### src/rtl/lc3_trace_pkg.sv
// Shared codes for the LC-3 trace recorder: capture modes, recorder states, entry width.
// Define TRACE_TIMESTAMP_EN to prepend a 32-bit cycle stamp to every entry.
package lc3_trace_pkg;

    localparam logic [1:0] MODE_WRAP     = 2'd0;
    localparam logic [1:0] MODE_ONESHOT  = 2'd1;
    localparam logic [1:0] MODE_TRIG     = 2'd2;
    localparam logic [1:0] MODE_WRAP_ALT = 2'd3;

    typedef enum logic [1:0] {
        ST_IDLE  = 2'd0,
        ST_ARMED = 2'd1,
        ST_RUN   = 2'd2,
        ST_DONE  = 2'd3
    } trace_state_e;

    localparam logic [5:0] FETCH_CODE = 6'd18;

`ifdef TRACE_TIMESTAMP_EN
    localparam int TS_W = 32;
`else
    localparam int TS_W = 0;
`endif

    // {[ts], instr16, cur_state6, R[reg_count-1..0]}
    function automatic int entry_w(input int reg_count);
        return TS_W + 22 + 16 * reg_count;
    endfunction

endpackage

### src/rtl/lc3_trace_ram.sv
// Trace storage: one synchronous write port, one asynchronous read port, array not reset.
module lc3_trace_ram #(
    parameter int DEPTH = 32,
    parameter int W     = 150,
    localparam int AW   = $clog2(DEPTH)
) (
    input  logic          clk,
    input  logic          we,
    input  logic [AW-1:0] waddr,
    input  logic [W-1:0]  wdata,
    input  logic [AW-1:0] raddr,
    output logic [W-1:0]  rdata
);

    logic [W-1:0] mem [DEPTH];

    always_ff @(posedge clk) begin
        if (we) mem[waddr] <= wdata;
    end

    assign rdata = mem[raddr];

endmodule

### src/rtl/lc3_trace_capture.sv
// Per-instruction LC-3 trace recorder: captures one entry per FETCH entry into a circular buffer.
// Optional TRACE_TIMESTAMP_EN adds a free-running 32-bit cycle stamp to each entry.
module lc3_trace_capture
    import lc3_trace_pkg::*;
#(
    parameter int         DEPTH       = 32,
    parameter int         REG_COUNT   = 8,
    parameter logic [5:0] FETCH_STATE = FETCH_CODE,
    localparam int        ENTRY_W     = entry_w(REG_COUNT),
    localparam int        PW          = $clog2(DEPTH),
    localparam int        CW          = $clog2(DEPTH + 1)
) (
    input  logic                    clk,
    input  logic                    reset_n,
    input  logic [15:0]             debugInstruction,
    input  logic [5:0]              debugCurrentState,
    input  logic [5:0]              debugNextState,
    input  logic [16*REG_COUNT-1:0] debugRegRead,
    input  logic [1:0]              cfg_mode,
    input  logic [15:0]             cfg_trig_instr,
    input  logic [15:0]             cfg_trig_mask,
    input  logic                    arm,
    input  logic                    stop,
    input  logic                    rd_ready,
    output logic                    rd_valid,
    output logic [ENTRY_W-1:0]      rd_data,
    output logic [CW-1:0]           count,
    output logic                    overflow,
    output logic                    busy,
    output trace_state_e            dbg_state
);

    localparam logic [CW-1:0] FULL = CW'(DEPTH);

    // Readout: rd_valid/rd_data transfer on a rising clk edge where both rd_valid and
    // rd_ready are high; rd_data stays stable while rd_valid is high and rd_ready is low.

    trace_state_e      state;
    logic [PW-1:0]     wr_ptr, rd_ptr;
    logic [5:0]        prev_next;
    logic [ENTRY_W-1:0] entry, ram_q;
    logic              fetch_hit, trig_hit, wrap_mode, we, rd_fire;

`ifdef TRACE_TIMESTAMP_EN
    logic [31:0] ts;
    always_ff @(posedge clk or negedge reset_n) begin
        if (!reset_n) ts <= '0;
        else          ts <= ts + 32'd1;
    end
    assign entry = {ts, debugInstruction, debugCurrentState, debugRegRead};
`else
    assign entry = {debugInstruction, debugCurrentState, debugRegRead};
`endif

    // Rising edge of next_state==FETCH, so a FETCH lasting several cycles records once.
    assign fetch_hit = (debugNextState == FETCH_STATE) && (prev_next != FETCH_STATE);
    assign trig_hit  = fetch_hit && (((debugInstruction ^ cfg_trig_instr) & cfg_trig_mask) == 16'd0);
    assign wrap_mode = (cfg_mode == MODE_WRAP) || (cfg_mode == MODE_WRAP_ALT);
    assign we        = ((state == ST_RUN) && fetch_hit) || ((state == ST_ARMED) && trig_hit);
    assign rd_valid  = (state == ST_DONE) && (count != '0);
    assign rd_fire   = rd_valid && rd_ready;
    assign rd_data   = rd_valid ? ram_q : '0;
    assign busy      = (state == ST_ARMED) || (state == ST_RUN);
    assign dbg_state = state;

    lc3_trace_ram #(.DEPTH(DEPTH), .W(ENTRY_W)) u_ram (
        .clk   (clk),
        .we    (we),
        .waddr (wr_ptr),
        .wdata (entry),
        .raddr (rd_ptr),
        .rdata (ram_q)
    );

    always_ff @(posedge clk or negedge reset_n) begin
        if (!reset_n) begin
            state     <= ST_IDLE;
            wr_ptr    <= '0;
            rd_ptr    <= '0;
            count     <= '0;
            overflow  <= 1'b0;
            prev_next <= '0;
        end else begin
            prev_next <= debugNextState;
            case (state)
                ST_IDLE, ST_DONE: begin
                    if (arm && !stop) begin
                        wr_ptr   <= '0;
                        rd_ptr   <= '0;
                        count    <= '0;
                        overflow <= 1'b0;
                        state    <= (cfg_mode == MODE_TRIG) ? ST_ARMED : ST_RUN;
                    end else if (rd_fire) begin
                        rd_ptr <= rd_ptr + 1'b1;
                        count  <= count - 1'b1;
                    end
                end
                ST_ARMED: begin
                    if (trig_hit) begin
                        wr_ptr <= wr_ptr + 1'b1;
                        count  <= count + 1'b1;
                    end
                    if (stop)          state <= ST_DONE;
                    else if (trig_hit) state <= ST_RUN;
                end
                ST_RUN: begin
                    if (fetch_hit) begin
                        wr_ptr <= wr_ptr + 1'b1;
                        if (count == FULL) begin
                            // Full in wrap mode: the new entry replaces the oldest.
                            rd_ptr   <= rd_ptr + 1'b1;
                            overflow <= 1'b1;
                        end else begin
                            count <= count + 1'b1;
                        end
                    end
                    if (stop || (!wrap_mode && fetch_hit && (count == FULL - 1'b1)))
                        state <= ST_DONE;
                end
                default: state <= ST_IDLE;
            endcase
        end
    end

endmodule

### config.mk
export PLATFORM = sky130hd
export DESIGN_NAME = lc3_trace_capture
export DESIGN_NICKNAME = d
export VERILOG_FILES = /design/src/rtl/lc3_trace_pkg.sv /design/src/rtl/lc3_trace_ram.sv /design/src/rtl/lc3_trace_capture.sv
export SDC_FILE = /design/constraint.sdc
export NUM_CORES = 2
export LEC_CHECK = 0
export CAP_MARGIN = 20
export CORE_MARGIN = 4
export CORE_UTILIZATION = 51
export CTS_CLUSTER_SIZE = 12
export DETAILED_ROUTE_END_ITERATION = 10
export GPL_ROUTABILITY_DRIVEN = 0
export PLACE_DENSITY_LB_ADDON = 0.15
export SKIP_LAST_GASP = 1
export SYNTH_ARGS = -nofsm -noshare
export SYNTH_HDL_FRONTEND = slang
export SYNTH_HIERARCHICAL = 1
export SYNTH_MEMORY_MAX_BITS = 65536
export SYNTH_SLANG_ARGS = --single-unit
### constraint.sdc
create_clock -name clk -period 21 [get_ports clk]
set_input_delay 4.2 -clock clk [delete_from_list [all_inputs] [get_ports clk]]
set_output_delay 4.2 -clock clk [all_outputs]
set_load 0.02 [all_outputs]
# Word level (Yosys, flattened, before mapping)
# Memory sizes are Yosys's and may differ from the RTL's.
# Index checks and enable logic that the tools add are counted.
# classes
n_eq_ne	17
n_reduce_logical	26
n_addsub	4
muxes	28
n_bitwise	2
# op_table
cell	n
$mux 150	1
$mux 5	7
$mux 6	5
$pmux 6 s3	1
$and 16x16->16	1
$logic_not 16->1	1
$xor 16x16->16	1
$pmux 5 s3	1
$eq 6x5->1 const B	2
$reduce_and 4->1	3
$add 5x1->5 const B	2
$mux 2	5
$pmux 5 s2	1
$logic_and 1x1->1	9
$eq 2x2->1 const B	4
$ne 2x2->1 const B	4
$add 6x1->6 const B	1
$eq 6x6->1 const B	1
$ne 3x3->1 const B	2
$ne 6x5->1 const B	1
$pmux 2 s3	1
$reduce_and 3->1	2
$reduce_bool 6->1	1
$sub 6x1->6 const B	1
9 further kinds	19
# totals
n_memories	1
elab_cells	84
output_inout_bits	161
in_bits	195
mem_bits_rw	4800
reg_bits	25
# memory_table
memory	depth	width	read_ports	rd_ports_with_merged_regs	wr	line	text
u_ram.mem	32	150	1	0	1	lc3_trace_ram.sv:15	logic [W-1:0] mem [DEPTH];

# Logic depth before layout (Yosys ltp)
# logic_depth
ltp_word	8
mapped_depth	10
ltp_nobuf	8

# Hierarchy
# The synthesis kept the hierarchy.
# by_module_without_submodules
module	cells_per_inst	seq_area_each_um2	instances	area_each_um2
lc3_trace_ram	7545	144138.2	1	179185.6
lc3_trace_capture	355	625.6	1	2733.9

# Worst setup path after synthesis
# No wires, ideal clock.
# synth_path
path_kind	input to register
from	in debugNextState[0]
to	mem u_ram.mem[28][0], enable pin
cell_stages	8
setup_slack_ns	7.955
setup_time_ns	0.662
path_buffers	1
t_required_ns	20.338
t_arrival_ns	12.383
path_cell_list	or4b_4 -> a211oi_4 -> nand3_2 -> nor4_1 -> a22o_1 -> or3b_2 -> clkbuf_1 -> nor2_1
# synth_between
elab_chain_len	7
word_cells_on_any_way	8
cone_classes	eq/ne (1); mux (2); reduce/logical (5)
# synth_rtl
element	line	text
start, declared	lc3_trace_capture.sv:17	input logic [5:0] debugNextState,
$eq 6x5->1 *	lc3_trace_capture.sv:56	assign fetch_hit = (debugNextState == FETCH_STATE) && (prev_next != FETCH_STATE);
$logic_and 1x1->1 *	lc3_trace_capture.sv:56	
$logic_and 1x1->1	lc3_trace_capture.sv:57	assign trig_hit = fetch_hit && (((debugInstruction ^ cfg_trig_instr) & cfg_trig_mask) == 16'd0);
$logic_and 1x1->1	lc3_trace_capture.sv:59	assign we = ((state == ST_RUN) && fetch_hit) || ((state == ST_ARMED) && trig_hit);
$logic_or 1x1->1 *	lc3_trace_capture.sv:59	
via we	lc3_trace_capture.sv:42	logic fetch_hit, trig_hit, wrap_mode, we, rd_fire;
$mux 1 *	lc3_trace_ram.sv:18	if (we) mem[waddr] <= wdata;
$mux 1 (not written as such) *	lc3_trace_ram.sv:18	
end, declared	lc3_trace_ram.sv:15	
# The timed path passes the listed nets; every way through them passes the cells marked *.

# Worst setup path after layout
# layout_path
from	reg rd_ptr[0]
to	out rd_data[135]
# layout_between
elab_chain_len	2
# layout_rtl
element	line	text
start, declared	lc3_trace_capture.sv:39	logic [PW-1:0] wr_ptr, rd_ptr;
start signal, assigned	lc3_trace_capture.sv:94	rd_ptr <= rd_ptr + 1'b1;
start signal, assigned	lc3_trace_capture.sv:111	rd_ptr <= rd_ptr + 1'b1;
$mem_v2 32x150	n/a	
via ram_q[135]	lc3_trace_capture.sv:41	logic [ENTRY_W-1:0] entry, ram_q;
$mux 150	lc3_trace_capture.sv:62	assign rd_data = rd_valid ? ram_q : '0;
end, declared	lc3_trace_capture.sv:26	output logic [ENTRY_W-1:0] rd_data,
# The timed path passes the listed nets, and every way through them passes these cells.

==> summary by stage <==
Floorplan
The floorplan step set the die height to 605 um. The die is 605 um wide. The top-level I/O count is 356. The initial standard-cell utilization of the core is 51.1%. The floorplan step defined a die boundary enclosing 366000 um2. The floorplan step defined a core boundary enclosing 356000 um2.

The number of placement rows is 219.

Timing
The clock skew is 0.0355 ns. The max-slew violation total from the final report was 0. Setup repair after global routing left no endpoint under its margin. The total negative slack for setup checks is 0 ns. The count of endpoints failing hold in the final timing report is 0. Setup violations remaining at the end of the flow were counted as 0. The highest clock frequency the design can meet is 85.0 MHz. At the pin with the least slew margin, the transition time is 1.40 ns.

The minimum clock period is 11.77 ns. The post-layout worst setup margin is 9.23 ns. The worst max-slew margin expressed relative to the limit is 6.05%.

The share of the cycle needed by the critical path after routing is 56.0%.

Layout
In the final design database the tool counted 8805 nets. The finished layout cell area is 208000 um2. The fraction of layout cells with a size suffix above 1 is 22.3%.

The area growth from synthesis to final layout is 14.1%. The count of filler cells inserted in the layout is 25.4k. The top cell types in the final layout, fill and taps aside, are 4800 x sky130_fd_sc_hd__edfxtp_1, 1048 x sky130_fd_sc_hd__mux4_2, 509 x sky130_fd_sc_hd__clkbuf_16, 448 x sky130_fd_sc_hd__o22ai_1, 354 x sky130_fd_sc_hd__clkdlybuf4s50_1. The most common library cell in the layout ignoring fill and taps is sky130_fd_sc_hd__edfxtp_1.

Clocking
For this design, the CTS-stage hold fixing added 0 buffers. The H-tree was split into 5 levels. Counting along the longest clock path gives a buffer depth of 4.

The clock latency reported for the late side of the worst-skew pair is 0.98 ns. TritonCTS created 481 clock buffers. Clock-pin slew was measured on the worst setup and hold paths at 0.06 ns.

The number of setup buffers added after CTS is 0. TritonCTS built the clock tree. The tree is rooted in a sky130_fd_sc_hd__clkbuf_16. The count of clock tree sinks is 4825.

The post-CTS resize count is 0.

Logic synthesis
Measured against the total synthesized area, the mux share comes to 14.7%. The unique cell type count in the Yosys netlist is 55. The main combinational cell family by area after synthesis is multiplexers. The synthesized netlist devotes 1.60% of its cell area to simple gates. The number of nets handed over by synthesis was 8104. The number of synthesized register bits is 4825. After technology mapping, the gate count stands at 7900. For this run, the leading register cell type out of synthesis is sky130_fd_sc_hd__edfxtp_1. The fraction of the mapped netlist area in compound gates is 2.69%.

The share of synthesized flip-flops with an asynchronous set or reset is 0.518%. For this run, the number of Yosys warnings is 6. After Yosys synthesis, full adders, half adders and majority gates account for 0.0619% of the synthesized area. The xor and xnor area share after synthesis is 0.0915%. Each instance of the synthesized netlist takes up on average 23.0 um2.

The number of enable-type register cells in the synthesized netlist is 4800. The area of the mapped netlist is 182000 um2. The part of the Yosys area used for sequential elements is 79.6%.

Worst hold path
The tightest min-delay check is of the flop to flop type.

Place
The sum of net half-perimeters after detailed placement is 246000 um. Before CTS, the worst setup slack after placement is 8.35 ns. The count of buffers added on input and output ports is 355. The post-detailed-placement cell area is 192000 um2.

Setup path
At the worst endpoint, the arrival time is 7.57 ns. The capturing element type of the critical path is an output port. The required time at the worst-slack endpoint is 16.80 ns. In this design, the stage delay of the slowest critical-path cell is 1.00 ns.

The signal on the critical path passes through buf_4, buf_4, buf_12, buf_4, mux4_2, o22ai_1, nor4_1, and2_1, clkdlybuf4s50_1. The launching element type of the critical path is a flop. Counting stages on the worst path, the most repeated cell is sky130_fd_sc_hd__buf_4. The worst setup path is of the flop to output port kind. The cell type of the slowest stage on the worst timing path is sky130_fd_sc_hd__dfrtp_4.

The worst-path maximum fanout is 89.

Pwr
The share of total power dissipated in sequential elements is 45.1%. For this design the ratio of total power to cell area is 114 nW/um2. The clock network fraction of design power is 32.7%.

The peak supply drop is 0.0000910 V. The power share of the combinational group is 22.2%. The fraction of power spent switching nets is 27.3%. The internal power contribution is 17.2 mW. The analysis attributes to cell leakage a power of 63.1 nW. Summed over all nets, the switching power comes to 6.46 mW.

Global route
The global routing usage summed across all routing layers is 25.8%. Global routing finished with a remaining overflow of 0. The first global-routing pass estimated 675000 um of wire. The number of global-route vias before repair is 89.6k. The initial antenna violation count is 36. The pin count of the biggest net entering global routing is 112.

Flow run
The tool flagged a number of max-cap violations equal to 0.

Status
The flow ran to the end, and the final reports show no timing, DRC or antenna violations.

Route
In the routed design, unresolved DRC markers number 0. The count of antenna-violating nets left after detailed routing is 0. The total vias in the final route is 88.0k. The post-detailed-route wirelength per cell is 34.7 um. The routed design has 475000 um of wire. The detailed-router iteration count before antenna repair is 5. In the routed layout, each cell is associated on average with a via count of 6.43. The starting DRC count in detailed routing is 10.7k.
==> kinds of logic (layout without fill, tap and decap cells) <==
logic type	Yosys count	count (layout)
fa+ha+maj	9	9
other cells	0	27
buf+inv	460	1475
flops	4825	4825
xor+xnor	19	19
simple gates	505	505
mux	1356	1356
compound gates	726	726
==> cell type report <==
| type | instances | area (um2) | area share [%] |
|---|---|---|---|
| Sequential cell | 4825 | 145000 | 69.8 |
| Antenna cell | 27 | 67.6 | 0.0326 |
| Inverter | 12 | 45.0 | 0.0217 |
| Multi-Input combinational cell | 2615 | 35200 | 17.0 |
| Clock buffer | 628 | 12700 | 6.12 |
| Clock inverter | 169 | 1150 | 0.554 |
| Timing Repair Buffer | 666 | 7650 | 3.69 |
| Tap cell | 4751 | 5940 | 2.86 |
==> per-layer routing <==
layer / vias up / GRT usage, % / share of wire [%]
met4: 6 / 7.92 / 3.2
met2: 3765 / 41.9 / 49
li1: 35403 / - / -
met3: 697 / 3.40 / 7.1
met1: 48112 / 37.0 / 41
met5: - / 0 / 0.0090
==> critical path, delay by kind of cell (launching register included) <==
| kind | cells | cell delay, ns |
|---|---|---|
| buffers and inverters | 5 | 3.70 |
| AOI/OAI and AO/OA | 1 | 0.10 |
| muxes | 1 | 0.38 |
| DFF | 1 | 1.00 |
| and+or+nand+nor | 2 | 1.18 |
==> synthesized netlist by cell type, drive strengths merged (25+ instances only) <==
library cell / count / area share (%)
nand3: 90 / 0.25
nor2: 53 / 0.11
and2: 154 / 0.53
mux4: 1048 / 13
a22oi: 236 / 0.97
buf: 268 / 0.92
dfrtp: 25 / 0.34
clkbuf: 180 / 0.37
o22ai: 449 / 1.5
edfxtp: 4800 / 79
nand4: 40 / 0.14
mux2i: 306 / 1.7
nor4: 113 / 0.39
==> per-stage QoR <==
step | instances | utilization, % | power [mW] | hold WS [ns]
6_report | 13693 | 58.3 | 23.7 | 0.584
5_1_grt | 13684 | 58.3 | 24.6 | 0.620
4_1_cts | 13588 | 57.8 | 23.9 | 0.579
3_5_place_dp | 12791 | 53.9 | 16.2 | 0.565
3_3_place_gp | 12781 | 53.8 | 16.2 | 0.566
2_1_floorplan | 7900 | - | 14.3 | 0.513
==> power groups by stage <==
stage | logic [mW] | registers [mW] | clock network (mW)
detailed placement | 5.30 | 10.9 | 0
finish | 5.25 | 10.7 | 7.74
global placement | 5.27 | 10.9 | 0
global route | 5.57 | 10.7 | 8.29
CTS | 5.32 | 10.7 | 7.89
floorplan | 3.49 | 10.8 | 0
==> final timing paths <==
path	start	cells after the start	to	slack, ns
setup / recovery	rd_ptr[0]$_DFFE_PN0P_	9	rd_data[135]	9.23
hold / removal	count[4]$_DFFE_PN0P_	1	count[4]$_DFFE_PN0P_	0.58
setup reg to reg	prev_next[1]$_DFF_PN0_	12	u_ram/mem[2][84]$_DFFE_PP_	14.30
hold reg to reg	count[4]$_DFFE_PN0P_	1	count[4]$_DFFE_PN0P_	0.58
max in group asynchronous	reset_n	2	rd_ptr[0]$_DFFE_PN0P_	17.12
min in group asynchronous	reset_n	2	count[2]$_DFFE_PN0P_	3.60
==> flip-flops by register name (all words and copies together) (netlist names) <==
name and cells:
prev_next 6, dbg_state 2, count 6, rd_ptr 5, u_ram/mem 4800, overflow 1
wr_ptr 5
No activity file was read; power rests on OpenSTA's default activity.
